--- config.mk ---
export PLATFORM = sky130hd
export DESIGN_NAME = pipeline_ctrl_flat
export DESIGN_NICKNAME = d
export VERILOG_FILES = /design/src/rtl/pipeline_ctrl_pkg.sv /design/src/rtl/pipeline_ctrl_if.sv /design/src/rtl/pipeline_ctrl_load_use_detect.sv /design/src/rtl/pipeline_ctrl.sv /design/src/flat_wrapper.sv
export SDC_FILE = /design/constraint.sdc
export NUM_CORES = 1
export LEC_CHECK = 0
export BUFFER_PORTS_ARGS = -buffer_cell sky130_fd_sc_hd__buf_2
export CORE_AREA = 3 3 95 97
export CTS_CLUSTER_SIZE = 25
export DETAILED_ROUTE_END_ITERATION = 16
export DIE_AREA = 0 0 98 100
export PLACE_DENSITY = 0.7
export SYNTH_ARGS = -nofsm -noshare
export SYNTH_HDL_FRONTEND = slang
export SYNTH_SLANG_ARGS = --single-unit
export TNS_END_PERCENT = 20
--- constraint.sdc ---
create_clock -name clk -period 2.7 [get_ports clk]
set_input_delay 0.135 -clock clk [delete_from_list [all_inputs] [get_ports clk]]
set_output_delay 0.135 -clock clk [all_outputs]
set_load 0.02 [all_outputs]
--- src/rtl/pipeline_ctrl_pkg.sv ---
// Shared types and sizing helpers for the pipeline hazard/stall controller.
package pipeline_ctrl_pkg;

    typedef enum logic [1:0] {
        RUN      = 2'd0,
        MEM_WAIT = 2'd1,
        ERROR    = 2'd2
    } ctrl_state_t;

    localparam int DEFAULT_TIMEOUT = 255;
    localparam int WAIT_W          = $clog2(DEFAULT_TIMEOUT + 1);

    // Wait counter must be able to hold the value TIMEOUT itself.
    function automatic int waitWidth(input int timeout);
        return (timeout < 1) ? 1 : $clog2(timeout + 1);
    endfunction

endpackage

--- src/rtl/pipeline_ctrl_if.sv ---
// Hazard inputs, pipeline-register control outputs and status counters of the controller.
interface pipeline_ctrl_if #(
    parameter int CNT_W = 32
);
    logic [4:0]       id_rs1;
    logic [4:0]       id_rs2;
    logic             id_uses_rs1;
    logic             id_uses_rs2;
    logic             ex_mem_read;
    logic [4:0]       ex_rd;
    logic             branch_taken;
    logic             dmem_req;
    logic             dmem_ready;

    logic             pc_write;
    logic             if_id_write;
    logic             id_ex_write;
    logic             ex_mem_write;
    logic             mem_wb_write;
    logic             if_id_flush;
    logic             id_ex_bubble;
    logic             bus_error;
    logic [CNT_W-1:0] stall_cycles;
    logic [CNT_W-1:0] flush_count;

    modport master (
        input  id_rs1, id_rs2, id_uses_rs1, id_uses_rs2, ex_mem_read, ex_rd,
               branch_taken, dmem_req, dmem_ready,
        output pc_write, if_id_write, id_ex_write, ex_mem_write, mem_wb_write,
               if_id_flush, id_ex_bubble, bus_error, stall_cycles, flush_count
    );

    modport slave (
        output id_rs1, id_rs2, id_uses_rs1, id_uses_rs2, ex_mem_read, ex_rd,
               branch_taken, dmem_req, dmem_ready,
        input  pc_write, if_id_write, id_ex_write, ex_mem_write, mem_wb_write,
               if_id_flush, id_ex_bubble, bus_error, stall_cycles, flush_count
    );

endinterface

--- src/rtl/pipeline_ctrl_load_use_detect.sv ---
// Combinational load-use comparator: a load in EX feeding a source read by the ID instruction.
module load_use_detect (
    input  logic [4:0] i_id_rs1,
    input  logic [4:0] i_id_rs2,
    input  logic       i_id_uses_rs1,
    input  logic       i_id_uses_rs2,
    input  logic       i_ex_mem_read,
    input  logic [4:0] i_ex_rd,
    output logic       o_hazard
);

    logic w_rs1Match;
    logic w_rs2Match;

    assign w_rs1Match = i_id_uses_rs1 && (i_id_rs1 == i_ex_rd);
    assign w_rs2Match = i_id_uses_rs2 && (i_id_rs2 == i_ex_rd);

    // x0 is hardwired to zero, so a load targeting it never creates a dependency.
    assign o_hazard = i_ex_mem_read && (i_ex_rd != 5'd0) && (w_rs1Match || w_rs2Match);

endmodule

--- src/rtl/pipeline_ctrl.sv ---
// Pipeline stall/flush controller: memory freeze, branch redirect, load-use bubble and timeout.
module pipeline_ctrl
    import pipeline_ctrl_pkg::*;
#(
    parameter int TIMEOUT = 255,
    parameter int CNT_W   = 32
) (
    input  logic           clk,
    input  logic           reset_n,
    pipeline_ctrl_if.master bus
);

    localparam int WAIT_BITS = waitWidth(TIMEOUT);

    ctrl_state_t           r_state;
    ctrl_state_t           w_nextState;
    logic [WAIT_BITS-1:0]  r_waitCnt;
    logic [WAIT_BITS-1:0]  w_waitCntInc;
    logic [CNT_W-1:0]      r_stallCycles;
    logic [CNT_W-1:0]      r_flushCount;

    logic w_hazard;
    logic w_memStall;
    logic w_timeout;
    logic w_redirect;
    logic w_pcWrite;
    logic w_ifIdWrite;
    logic w_idExWrite;
    logic w_exMemWrite;
    logic w_memWbWrite;
    logic w_ifIdFlush;
    logic w_idExBubble;

    load_use_detect u_load_use_detect (
        .i_id_rs1      (bus.id_rs1),
        .i_id_rs2      (bus.id_rs2),
        .i_id_uses_rs1 (bus.id_uses_rs1),
        .i_id_uses_rs2 (bus.id_uses_rs2),
        .i_ex_mem_read (bus.ex_mem_read),
        .i_ex_rd       (bus.ex_rd),
        .o_hazard      (w_hazard)
    );

    assign w_memStall   = bus.dmem_req && !bus.dmem_ready;
    assign w_waitCntInc = r_waitCnt + WAIT_BITS'(1);
    assign w_timeout    = (w_waitCntInc == WAIT_BITS'(TIMEOUT));

    // Priority: memory freeze, then redirect (ID is on the wrong path), then load-use bubble.
    always_comb begin
        w_nextState  = r_state;
        w_redirect   = 1'b0;
        w_pcWrite    = 1'b1;
        w_ifIdWrite  = 1'b1;
        w_idExWrite  = 1'b1;
        w_exMemWrite = 1'b1;
        w_memWbWrite = 1'b1;
        w_ifIdFlush  = 1'b0;
        w_idExBubble = 1'b0;
        if (reset_n) begin
            case (r_state)
                ERROR: begin
                    w_pcWrite    = 1'b0;
                    w_ifIdWrite  = 1'b0;
                    w_idExWrite  = 1'b0;
                    w_exMemWrite = 1'b0;
                    w_memWbWrite = 1'b0;
                end
                default: begin
                    if (w_memStall) begin
                        w_pcWrite    = 1'b0;
                        w_ifIdWrite  = 1'b0;
                        w_idExWrite  = 1'b0;
                        w_exMemWrite = 1'b0;
                        w_memWbWrite = 1'b0;
                        w_nextState  = ((r_state == MEM_WAIT) && w_timeout) ? ERROR : MEM_WAIT;
                    end else if (bus.branch_taken) begin
                        w_redirect   = 1'b1;
                        w_ifIdFlush  = 1'b1;
                        w_idExBubble = 1'b1;
                        w_nextState  = RUN;
                    end else if (w_hazard) begin
                        w_pcWrite    = 1'b0;
                        w_ifIdWrite  = 1'b0;
                        w_idExBubble = 1'b1;
                        w_nextState  = RUN;
                    end else begin
                        w_nextState  = RUN;
                    end
                end
            endcase
        end
    end

    always_ff @(posedge clk or negedge reset_n) begin
        if (!reset_n) begin
            r_state <= RUN;
        end else begin
            r_state <= w_nextState;
        end
    end

    always_ff @(posedge clk or negedge reset_n) begin
        if (!reset_n) begin
            r_waitCnt <= '0;
        end else if (w_memStall && (r_state == RUN)) begin
            r_waitCnt <= '0;
        end else if (w_memStall && (r_state == MEM_WAIT)) begin
            r_waitCnt <= w_waitCntInc;
        end
    end

    always_ff @(posedge clk or negedge reset_n) begin
        if (!reset_n) begin
            r_stallCycles <= '0;
            r_flushCount  <= '0;
        end else if (r_state != ERROR) begin
            if (!w_pcWrite) begin
                r_stallCycles <= r_stallCycles + CNT_W'(1);
            end
            if (w_redirect) begin
                r_flushCount <= r_flushCount + CNT_W'(1);
            end
        end
    end

    assign bus.pc_write     = w_pcWrite;
    assign bus.if_id_write  = w_ifIdWrite;
    assign bus.id_ex_write  = w_idExWrite;
    assign bus.ex_mem_write = w_exMemWrite;
    assign bus.mem_wb_write = w_memWbWrite;
    assign bus.if_id_flush  = w_ifIdFlush;
    assign bus.id_ex_bubble = w_idExBubble;
    assign bus.bus_error    = (r_state == ERROR);
    assign bus.stall_cycles = r_stallCycles;
    assign bus.flush_count  = r_flushCount;

endmodule

--- src/flat_wrapper.sv ---
// flat-port wrapper written by rule: the top's interface ports become plain ports
module pipeline_ctrl_flat import pipeline_ctrl_pkg::*;
#(
    parameter int TIMEOUT = 255,
    parameter int CNT_W   = 32
)
  (clk, reset_n, bus_id_rs1, bus_id_rs2, bus_id_uses_rs1, bus_id_uses_rs2, bus_ex_mem_read, bus_ex_rd, bus_branch_taken, bus_dmem_req, bus_dmem_ready, bus_pc_write, bus_if_id_write, bus_id_ex_write, bus_ex_mem_write, bus_mem_wb_write, bus_if_id_flush, bus_id_ex_bubble, bus_bus_error, bus_stall_cycles, bus_flush_count);
  pipeline_ctrl_if #(.CNT_W(CNT_W)) bus_i ();
  input  logic clk;
  input  logic reset_n;
  input wire logic [$bits(bus_i.id_rs1)-1:0] bus_id_rs1;
  input wire logic [$bits(bus_i.id_rs2)-1:0] bus_id_rs2;
  input wire logic [$bits(bus_i.id_uses_rs1)-1:0] bus_id_uses_rs1;
  input wire logic [$bits(bus_i.id_uses_rs2)-1:0] bus_id_uses_rs2;
  input wire logic [$bits(bus_i.ex_mem_read)-1:0] bus_ex_mem_read;
  input wire logic [$bits(bus_i.ex_rd)-1:0] bus_ex_rd;
  input wire logic [$bits(bus_i.branch_taken)-1:0] bus_branch_taken;
  input wire logic [$bits(bus_i.dmem_req)-1:0] bus_dmem_req;
  input wire logic [$bits(bus_i.dmem_ready)-1:0] bus_dmem_ready;
  output wire logic [$bits(bus_i.pc_write)-1:0] bus_pc_write;
  output wire logic [$bits(bus_i.if_id_write)-1:0] bus_if_id_write;
  output wire logic [$bits(bus_i.id_ex_write)-1:0] bus_id_ex_write;
  output wire logic [$bits(bus_i.ex_mem_write)-1:0] bus_ex_mem_write;
  output wire logic [$bits(bus_i.mem_wb_write)-1:0] bus_mem_wb_write;
  output wire logic [$bits(bus_i.if_id_flush)-1:0] bus_if_id_flush;
  output wire logic [$bits(bus_i.id_ex_bubble)-1:0] bus_id_ex_bubble;
  output wire logic [$bits(bus_i.bus_error)-1:0] bus_bus_error;
  output wire logic [$bits(bus_i.stall_cycles)-1:0] bus_stall_cycles;
  output wire logic [$bits(bus_i.flush_count)-1:0] bus_flush_count;
  assign bus_i.id_rs1 = bus_id_rs1;
  assign bus_i.id_rs2 = bus_id_rs2;
  assign bus_i.id_uses_rs1 = bus_id_uses_rs1;
  assign bus_i.id_uses_rs2 = bus_id_uses_rs2;
  assign bus_i.ex_mem_read = bus_ex_mem_read;
  assign bus_i.ex_rd = bus_ex_rd;
  assign bus_i.branch_taken = bus_branch_taken;
  assign bus_i.dmem_req = bus_dmem_req;
  assign bus_i.dmem_ready = bus_dmem_ready;
  assign bus_pc_write = bus_i.pc_write;
  assign bus_if_id_write = bus_i.if_id_write;
  assign bus_id_ex_write = bus_i.id_ex_write;
  assign bus_ex_mem_write = bus_i.ex_mem_write;
  assign bus_mem_wb_write = bus_i.mem_wb_write;
  assign bus_if_id_flush = bus_i.if_id_flush;
  assign bus_id_ex_bubble = bus_i.id_ex_bubble;
  assign bus_bus_error = bus_i.bus_error;
  assign bus_stall_cycles = bus_i.stall_cycles;
  assign bus_flush_count = bus_i.flush_count;
  pipeline_ctrl #(.TIMEOUT(TIMEOUT), .CNT_W(CNT_W)) u_core (.clk(clk), .reset_n(reset_n), .bus(bus_i));
endmodule
# Word level (Yosys, flattened, before mapping)
# Index checks and enable logic that the tools add are counted.
classes:
  n_mux: 21
  reduce_logical: 16
  bitwise: 2
  add_sub_neg: 3
  n_eq_ne: 6
ops:
  columns: ["operator", "n"]
  rows:
  - ["32-bit by 1-bit adder with 32-bit output, second input constant", 2]
  - ["1-bit two-way mux", 17]
  - ["8-bit two-way mux", 2]
  - ["5-bit equality test", 2]
  - ["8-bit by 1-bit adder with 8-bit output, second input constant", 1]
  - ["8-bit equality test, second input constant", 1]
  - ["1-bit logical AND", 8]
  - ["2-bit AND reduction", 3]
  - ["5-bit nonzero test", 1]
  - ["2-bit two-way mux", 2]
  - ["2-bit by 1-bit equality test with 1-bit output, second input constant", 1]
  - ["2-bit equality test, second input constant", 1]
  - ["2-bit logical NOT", 1]
  - ["2-bit inequality test, second input constant", 1]
  - ["1-bit NOT", 2]
  - ["2-bit nonzero test", 1]
  - ["1-bit logical NOT", 1]
  - ["1-bit logical OR", 1]
word_totals:
  word_cells: 52
  out_inout_bits: 72
  register_bits: 74

# Depth between registers and ports, before layout
# Gate-level depths: netlist of run 1.
logic_depth:
  word_depth: 11
  depth_mapped: 8
  depth_no_buf: 7

# Hierarchy
# A second synthesis of run 1 with hierarchy kept.
hier_totals:
  hier_cells: 348
  area_unflattened_um2: 3753.6
by_module_without_submodules:
  columns: ["module", "cells_per_inst", "seq_area_each_um2", "n_inst", "area_each_um2"]
  rows:
  - ["pipeline_ctrl", 331, 1851.8, 1, 3619.7]
  - ["load_use_detect", 17, 0.0, 1, 133.9]

# Least setup slack after synthesis of run 1
# OpenSTA, ideal clock, no wires.
synth_timing:
  path_kind: "register to register"
  start: "reg u_core.r_flushCount[11], in the netlist u_core.bus.flush_count[11]"
  end: "reg u_core.r_flushCount[27], in the netlist u_core.bus.flush_count[27]"
  t_arrival_ns: 1.986
  stages_incl_launch_ff: 7
  t_required_ns: 2.620
  setup_slack_ns: 0.635
  setup_ns: 0.080
  n_path_buf: 0
  cell_sequence: "dfrtp_1 -> nand4_2 -> nor4_2 -> nand4_1 -> or4_4 -> nor3_2 -> xor2_1"
synth_between:
  elab_chain_len: 1
synth_rtl:
  columns: ["item", "line_no", "rtl"]
  rows:
  - ["from (decl)", "pipeline_ctrl.sv:20", "logic [CNT_W-1:0] r_flushCount;"]
  - ["from (signal assigned)", "pipeline_ctrl.sv:121", "r_flushCount <= r_flushCount + CNT_W'(1);"]
  - ["32-bit by 1-bit adder with 32-bit output", "pipeline_ctrl.sv:121", null]
# Every way passes these cells.
# A chain may end at the register's enable or synchronous reset.

# Worst setup path in the final report of run 1
layout_timing:
  start: "in reset_n"
  end: "reg u_core.r_flushCount[27], in the netlist u_core.bus.flush_count[27]"
layout_between:
  elab_chain_len: 2
layout_rtl:
  columns: ["item", "line_no", "rtl"]
  rows:
  - ["from (decl)", "flat_wrapper.sv:10", "input logic reset_n;"]
  - ["1-bit two-way mux", "pipeline_ctrl.sv:59", "if (reset_n) begin"]
  - ["2-bit AND reduction (no source line)", null, null]
# Every way passes these cells.

==> results of run 1 <==
==> sequential cells by signal (all words and copies together) (netlist names) <==
name                     cells
u_core.bus.flush_count      32
u_core.bus.stall_cycles     32
u_core.r_waitCnt             8
u_core.r_state               2
==> power by group <==
part	internal [mW]	switching (mW)	leakage, nW
Combinational	0.164	0.272	1.31
Clock	0.566	0.400	0.108
Sequential	1.19	0.105	0.970
Total	1.92	0.777	2.39
==> worst max-delay path: cells and delay by family <==
kind          cells  cell delay, ns
simple gates      5            1.50
buf+inv           2            0.77
xor+xnor          1            0.17
==> cells in the final DEF, fill, tap and decap left out, types with 14 or more instances in the layout <==
master   Yosys  routed
nand4_1     14      14
xnor2_1     26      26
dfrtp_1     74      74
xor2_1      49      49
nor2_1      26      26
nor4_1      16      16
inv_1       18      18
nand2_1     41      41
nand3_1     16      16
buf_2        3      93
==> final timing paths <==
path / start / end / slack (ns)
max in group asynchronous: reset_n / u_core.bus.flush_count[15] / 1.43
min in group clk: bus_dmem_ready / u_core.r_state[1] / 0.22
hold / removal: reset_n / u_core.r_state[1] / 0.20
setup / recovery: reset_n / u_core.bus.flush_count[27] / 0.39
setup reg to reg: u_core.bus.flush_count[11] / u_core.bus.flush_count[27] / 0.54
hold reg to reg: u_core.bus.flush_count[31] / u_core.bus.flush_count[31] / 0.47
==> per-stage QoR <==
step	hold WS (ns)	cell area (µm²)
floorplan	-0.161	3820
global placement	0.00888	4390
detailed placement	0.00502	4390
CTS	0.193	4620
global route	0.201	4620
finish	0.196	4620
==> metal layers <==
| metal | share of wire [%] | GRT usage, % | vias to the layer above |
|---|---|---|---|
| met1 | 46 | 23.7 | 1414 |
| li1 | - | - | 1456 |
| met2 | 48 | 28.9 | 82 |
| met4 | 1.2 | 4.90 | 0 |
| met5 | 0 | 0 | - |
| met3 | 5.3 | 5.00 | 10 |
==> area by class of cell <==
type,count,share of cell area [%]
tap,105,2.84
sequential,74,40.0
multi-input combinational,266,39.7
timing repair buffer,99,11.1
clock inverter,4,1.62
clock buffer,11,3.27
inverter,18,1.46
==> cells by family after synthesis <==
| kind of cell | Yosys count | share of synthesized area, % |
|---|---|---|
| compound gates | 17 | 3.01 |
| xor+xnor | 75 | 17.2 |
| fa+ha+maj | 4 | 1.31 |
| buf+inv | 31 | 3.54 |
| flops | 74 | 48.5 |
| mux | 4 | 1.18 |
| simple gates | 166 | 25.3 |
==> reports/qor.yml, run 1 <==
route:
  ant_nets: 0
  via_per_inst: 5.13
  drt_pass1_iterations: 4
  dr.first_iter.drc_count: 154
  postRouteWirelength_um: 8230
  drcViolationCount: 0
  wl_per_cell_um: 14.3
  vias: 2962
clock_tree:
  htree_levels: 3
  cts_resized: 0
  cts_setup_buffers: 0
  clk_pin_slew_worst_paths_ns: 0.08
  numCtsBuffers: 9
  worstSkewPairLatency_ns: 0.34
  tritoncts: "done"
  cts-hold-fix-buffers: 1
  clkSinkCount: 74
  cts-root-buf: "clkbuf_8"
  cts.path.max_buffers: 2
floorplanning:
  start_util_pct: 46.5
  num_rows: 33
  die_x_um: 98
  die_y_um: 100
  dieArea_um2: 9800
  core-area_um2: 8220
  io-pin-count: 95
critical_path:
  worst-path-max-fanout: 16
  cpPeakStageDelay_ns: 0.54
  arrival_ns: 2.57
  rr_worst_depth: 6
  critPathSlowestCell: "or4_4"
  worstSetupPathType: "input port to flop"
  timing.critical_path.mode_cell: "or4_4"
  crit_path_cell_trace: "dlygate4sd3_1, buf_4, and2_4, nand4_4, or4_4, or4_4, nor3_2, xor2_1"
  startpoint_type: "input port"
  end_kind: "flop"
  cp_data_required_time_ns: 2.96
cells_and_area:
  fin_nets: 495
  drive_above_1_share_pct: 28.4
  regArea_um2: 1850
  post-route-util_pct: 56.3
  fillCellCount: 732
  area_growth_syn_to_layout_pct: 21.0
  stdcell_count: 577
  antennaDiodeCount: 0
  multi_input_area_um2: 1830
power:
  ir_worst_vdd_mv: 0.655
  design_power_total_mw: 2.70
  p_per_area_nw_per_um2: 583
  p_leak_nw: 2.39
sta:
  rsz0062_at_grt: "no"
  slew_headroom_pct: 44.6
  fin_crit_ns: 2.31
  setup_viol: 0
  tightest_slew_ns: 0.831
  worst_slack_ns: 0.394
  fmax_mhz: 434
  hold_violations: 0
  fin_crit_sh_pct: 85.4
  skew_ns: 0.00432
  slew_violations: 0
  tns_ns: 0
synthesis:
  synth_commonest_cells: "74 x dfrtp_1, 49 x xor2_1, 41 x nand2_1"
  synth_cells: 371
  ys_top_cells_by_area: "dfrtp_1 48%, xor2_1 11%, xnor2_1 6.0%"
  synth_area_um2: 3820
  async_reset_ff_share_pct: 100
  yosysTopAreaCell: "dfrtp_1"
  synth.net_count: 398
  synth_cell_types: 45
  synth_edf_count: 0
  yosysTopAreaCellShare_pct: 48.5
  seq_area_frac_synth_pct: 48.5
  ys_ff_latch: 74
  synth-main-ff-cell: "dfrtp_1"
  avgSynthCellArea_um2: 10.3
  synth_warnings: 0
  post-synth-top-count-cell: "dfrtp_1"
global_route:
  grt_usage_pct: 17.8
  grt_pass1_wl_um: 14400
  antenna_found_initial: 0
  grt_max_degree: 69
  grt_overflow: 0
  grt_pass1_vias: 3025
placed_design:
  dp_hpwl_um: 5940
  placedCellCount: 561
  portBuffers: 94
  globalplace.congestion: 0.796
  place_ws_ns: 0.532
worst_hold_path:
  hp-class: "input port to async pin"
job:
  max_cap_viol_count: 0
run_status:
  outcome: "complete, no violations"
Note: power is estimated with default switching activity, not from simulation.
==> run 2: changes to the inputs <==
Settings changed: CORE_AREA 3 3 95 97 to 10 10 102 104, DIE_AREA 0 0 98 100 to 0 0 112 114, PLACE_DENSITY 0.7 to 0.71.
==> run 2 against run 1 <==
Against the previous run:
- cell area shrank 0.41%
- cell count grew 0.69%
- routed wire length grew 6.7%
- non-clock buffer count is the same
- via count is the same
- critical path depth shrank 3
- combinational power grew 1%
==> reports/qor.yml, run 2 (synthesized netlist as in run 1, its figures left out) <==
run_status:
  outcome: "complete, no violations"
global_route:
  grt_pass1_wl_um: 14600
  grt_overflow: 0
  grt_pass1_vias: 3060
  grt_usage_pct: 13.5
  antenna_found_initial: 0
  grt_max_degree: 70
clock_tree:
  htree_levels: 3
  cts.path.max_buffers: 2
  cts-root-buf: "clkbuf_8"
  worstSkewPairLatency_ns: 0.34
  clkSinkCount: 74
  numCtsBuffers: 9
  tritoncts: "done"
  clk_pin_slew_worst_paths_ns: 0.08
  cts_resized: 0
placed_design:
  portBuffers: 94
  dp_hpwl_um: 6490
  globalplace.congestion: 0.809
  placedCellCount: 564
sta:
  tightest_slew_ns: 0.874
  fin_crit_sh_pct: 85.4
  setup_viol: 0
  skew_ns: 0.00772
  fmax_mhz: 434
  tns_ns: 0
  rsz0062_at_grt: "no"
  fin_crit_ns: 2.31
  slew_headroom_pct: 41.7
  slew_violations: 0
  hold_violations: 0
cells_and_area:
  antennaDiodeCount: 0
  post-route-util_pct: 54.4
  area_growth_syn_to_layout_pct: 20.5
  fillCellCount: 780
  stdcell_count: 581
  multi_input_area_um2: 1830
  regArea_um2: 1850
  layout_common_cells: "93 x buf_2, 74 x dfrtp_1, 49 x xor2_1"
  drive_above_1_share_pct: 28.5
  fin_nets: 495
  mostFrequentLayoutCell: "buf_2"
critical_path:
  arrival_ns: 2.17
  worstSetupPathType: "input port to primary output"
  worst-path-max-fanout: 69
  startpoint_type: "input port"
  end_kind: "primary output"
  cp_data_required_time_ns: 2.57
floorplanning:
  dieArea_um2: 12800
  io-pin-count: 95
  die_x_um: 112
  start_util_pct: 45.1
  die_y_um: 114
  num_rows: 34
  core-area_um2: 8470
route:
  drcViolationCount: 0
  vias: 2962
  ant_nets: 0
  postRouteWirelength_um: 8780
  dr.first_iter.drc_count: 120
  drt_pass1_iterations: 4
  wl_per_cell_um: 15.1
  via_per_inst: 5.10
power:
  p_per_area_nw_per_um2: 569
  design_power_total_mw: 2.62
  p_leak_nw: 2.39
  ir_worst_vdd_mv: 0.594
worst_hold_path:
  hp-class: "input port to async pin"
job:
  max_cap_viol_count: 0
-- run 2: changes by cell type in the layout (fill, tap and decap cells not counted), sizes merged --
| cell | change |
|---|---|
| clkinv | +5 |
| clkinvlp | -2 |
| bufinv | -1 |
| clkbuf | -1 |
-- run 2: path summary, 6_finish.rpt --
| check | start | endpoint | slack [ns] | depth (start not counted) |
|---|---|---|---|---|
| worst max-delay path | reset_n | bus_pc_write | 0.39 | 5 |
| worst min-delay path | reset_n | u_core.bus.stall_cycles[3] | 0.18 | 2 |
| worst max register to register | u_core.bus.flush_count[11] | u_core.bus.flush_count[31] | 0.52 | 6 |
| worst min register to register | u_core.bus.stall_cycles[31] | u_core.bus.stall_cycles[31] | 0.47 | 1 |
| max in group asynchronous | reset_n | u_core.bus.stall_cycles[6] | 1.43 | 3 |
| min in group clk | bus_dmem_ready | u_core.r_state[1] | 0.22 | 3 |
-- run 2: timing repair --
action / CTS / global route
hold buffers: 1 / 0
buffers inserted: 0 / 0
endpoints found under the hold margin: 7 / 0
-- run 2: stage by stage --
step | hold WS, ns | area (µm²) | setup WS (ns)
2_1_floorplan | -0.161 | 3820 | 0.635
3_3_place_gp | -0.0152 | 4390 | 0.601
3_5_place_dp | -0.0140 | 4390 | 0.536
4_1_cts | 0.181 | 4610 | 0.327
5_1_grt | 0.183 | 4610 | 0.124
6_report | 0.178 | 4610 | 0.394
-- run 2: worst max-delay path, cell delays in order --
cell	delay [ns]
dlygate4sd3_1	0.53
buf_4	0.21
buf_4	0.71
o21ai_0	0.31
buf_2	0.25
-- run 2: layout make-up --
cell class | count | area share (%)
well taps | 108 | 2.93
clock inverters | 6 | 1.44
inverters | 18 | 1.47
multi-input cells | 266 | 39.8
repair buffers | 99 | 11.1
clock buffers | 10 | 2.99
flip-flops and latches | 74 | 40.2
-- run 2: report_power, final --
group | internal (mW) | switching [mW] | total, mW
clock network | 0.454 | 0.426 | 0.880
logic | 0.165 | 0.276 | 0.442
registers | 1.19 | 0.109 | 1.30
total | 1.81 | 0.811 | 2.62
-- run 2: layer usage --
metal | share of wire, % | up-vias | track usage [%]
li1 | - | 1467 | -
met1 | 47 | 1411 | 17.2
met2 | 45 | 72 | 21.1
met3 | 6.9 | 12 | 4.62
met4 | 1.0 | 0 | 4.23
met5 | 0 | - | 0
==> run 3: changes to the inputs <==
Settings changed: CTS_CLUSTER_SIZE 25 to not set, GPL_TIMING_DRIVEN set to 0.
==> run 3 against run 2 <==
Against the previous run:
- sequential cell count unchanged
- worst hold slack improved by 0.043 ns
- clock power decreased by 0.7%
- sequential power about the same
- non-clock buffer count increased by 11
- cell count increased by 1.9%
- global-route usage increased by 0.35 points
- first-iteration DRC count decreased by 12%
==> reports/qor.yml, run 3 (synthesized netlist as in run 1, its figures left out) <==
run_status:
  outcome: "complete, no violations"
cells_and_area:
  fillCellCount: 758
  antennaDiodeCount: 0
  mostFrequentLayoutCell: "buf_2"
  post-route-util_pct: 55.6
  fin_nets: 506
  drive_above_1_share_pct: 29.1
  layout_common_cells: "96 x buf_2, 74 x dfrtp_1, 49 x xor2_1"
  area_growth_syn_to_layout_pct: 23.1
  finalInstanceArea_um2: 4700
critical_path:
  startpoint_type: "input port"
  cp_data_required_time_ns: 2.96
  r2r_slack_ns: 0.53
  rr_worst_depth: 6
  crit_path_cell_trace: "dlygate4sd3_1, buf_4, buf_16, buf_6, and2_4, nand4_4, or4_4, or4_4, nor3_2, xor2_1"
  startpoint: "reset_n"
  r2r-end: "u_core.bus.flush_count[27]"
  timing.critical_path.mode_cell: "or4_4"
  cp_top_family: "simple AND/OR/NAND/NOR gates"
  end_kind: "flop"
  worst-path-max-fanout: 43
  worstSetupPathType: "input port to flop"
  cp_num_cells: 10
  r2r-start: "u_core.bus.flush_count[11]"
  arrival_ns: 2.84
  path_buf_inv: 4
  cpPeakStageDelay_ns: 0.55
  critPathSlowestCell: "or4_4"
  cp-endpoint: "u_core.bus.flush_count[27]"
clock_tree:
  clk_pin_slew_worst_paths_ns: 0.08
  worstSkewPairLatency_ns: 0.34
  tritoncts: "done"
  clkSinkCount: 74
  cts-root-buf: "clkbuf_8"
  numCtsBuffers: 9
  htree_levels: 3
  cts.path.max_buffers: 2
sta:
  slew_violations: 0
  skew_ns: 0.0125
  fin_crit_ns: 2.58
  slew_headroom_pct: 61.2
  worst_slack_ns: 0.119
  rsz0062_at_grt: "no"
  tns_ns: 0
  fmax_mhz: 387
  hold_violations: 0
  whs_ns: 0.221
  setup_viol: 0
  fin_crit_sh_pct: 95.6
  tightest_slew_ns: 0.576
route:
  ant_nets: 0
  drcViolationCount: 0
  wl_per_cell_um: 15.0
  postRouteWirelength_um: 8900
  drt_pass1_iterations: 5
  vias: 3040
  dr.first_iter.drc_count: 106
  via_per_inst: 5.14
placed_design:
  place_ws_ns: -0.100
  dp_hpwl_um: 6680
  globalplace.congestion: 0.810
  place_area_um2: 4450
  portBuffers: 94
job:
  max_cap_viol_count: 0
floorplanning:
  dieArea_um2: 12800
  io-pin-count: 95
  num_rows: 34
  core-area_um2: 8470
  die_y_um: 114
  start_util_pct: 45.1
  die_x_um: 112
power:
  p_per_area_nw_per_um2: 558
  ir_worst_vdd_mv: 0.447
  p_leak_nw: 2.43
global_route:
  grt_pass1_wl_um: 15000
  grt_overflow: 0
  antenna_found_initial: 0
  grt_usage_pct: 13.8
  grt_max_degree: 44
  grt_pass1_vias: 3188
worst_hold_path:
  min_from: "bus_dmem_ready"
  hp-class: "input port to flop"
run 3: cell types whose count changed in the layout (fill, tap and decap cells not counted), sizes merged:
cell	previous run	this run
inv	18	19
clkinvlp	0	2
clkinv	5	2
buf	98	103
clkbuf	10	16
run 3: final cells by class:
class                           count  area (µm²)  share of cell area (%)
Multi-Input combinational cell    266        1850                    39.2
Timing Repair Buffer               97         531                    11.3
Buffer                             13        71.3                    1.52
Sequential cell                    74        1850                    39.4
Clock inverter                      6        63.8                    1.36
Tap cell                          108         135                    2.87
Inverter                           18        67.6                    1.44
Clock buffer                       10         138                    2.93
run 3: layer usage:
| layer | track usage [%] | vias to the layer above | part of all wire (%) |
|---|---|---|---|
| met1 | 17.6 | 1477 | 47 |
| met5 | 0 | - | 0 |
| met4 | 4.74 | 0 | 0.90 |
| met3 | 4.15 | 9 | 5.6 |
| met2 | 22.0 | 72 | 47 |
| li1 | - | 1482 | - |
run 3: metrics by stage:
step	instances	power, mW
2_1_floorplan	371	1.57
3_3_place_gp	573	1.75
3_5_place_dp	574	1.77
4_1_cts	592	2.65
5_1_grt	592	2.77
6_report	592	2.62
run 3: power breakdown:
group          internal, mW  switching [mW]
sequential             1.19           0.104
clock                 0.452           0.422
combinational         0.175           0.282
total                  1.82           0.809
run 3: worst min-delay path, delay by kind of cell:
family                 cells  cell delay, ns
AO/OA/AOI/OAI              1            0.24
buffers and inverters      1            0.08
AND/OR/NAND/NOR            1            0.06
run 3: what timing repair did:
item | 4_1_cts | 5_1_grt
gates resized for setup | 0 | 4
endpoints found under the hold margin | 32 | 0
hold buffers | 2 | 0
setup endpoints to repair | 0 | 9
buffers inserted | 0 | 0
run 3: how the worst min path moves through the flow:
stage,endpoint,slack [ns],cells after the start
2_1_floorplan,u_core.bus.flush_count[0],-0.16,0
5_1_grt,u_core.r_state[1],0.23,3
6_report,u_core.r_state[1],0.22,3
4_1_cts,u_core.r_state[1],0.20,3
3_5_place_dp,u_core.bus.flush_count[5],0.11,1
3_3_place_gp,u_core.bus.stall_cycles[31],0.45,1
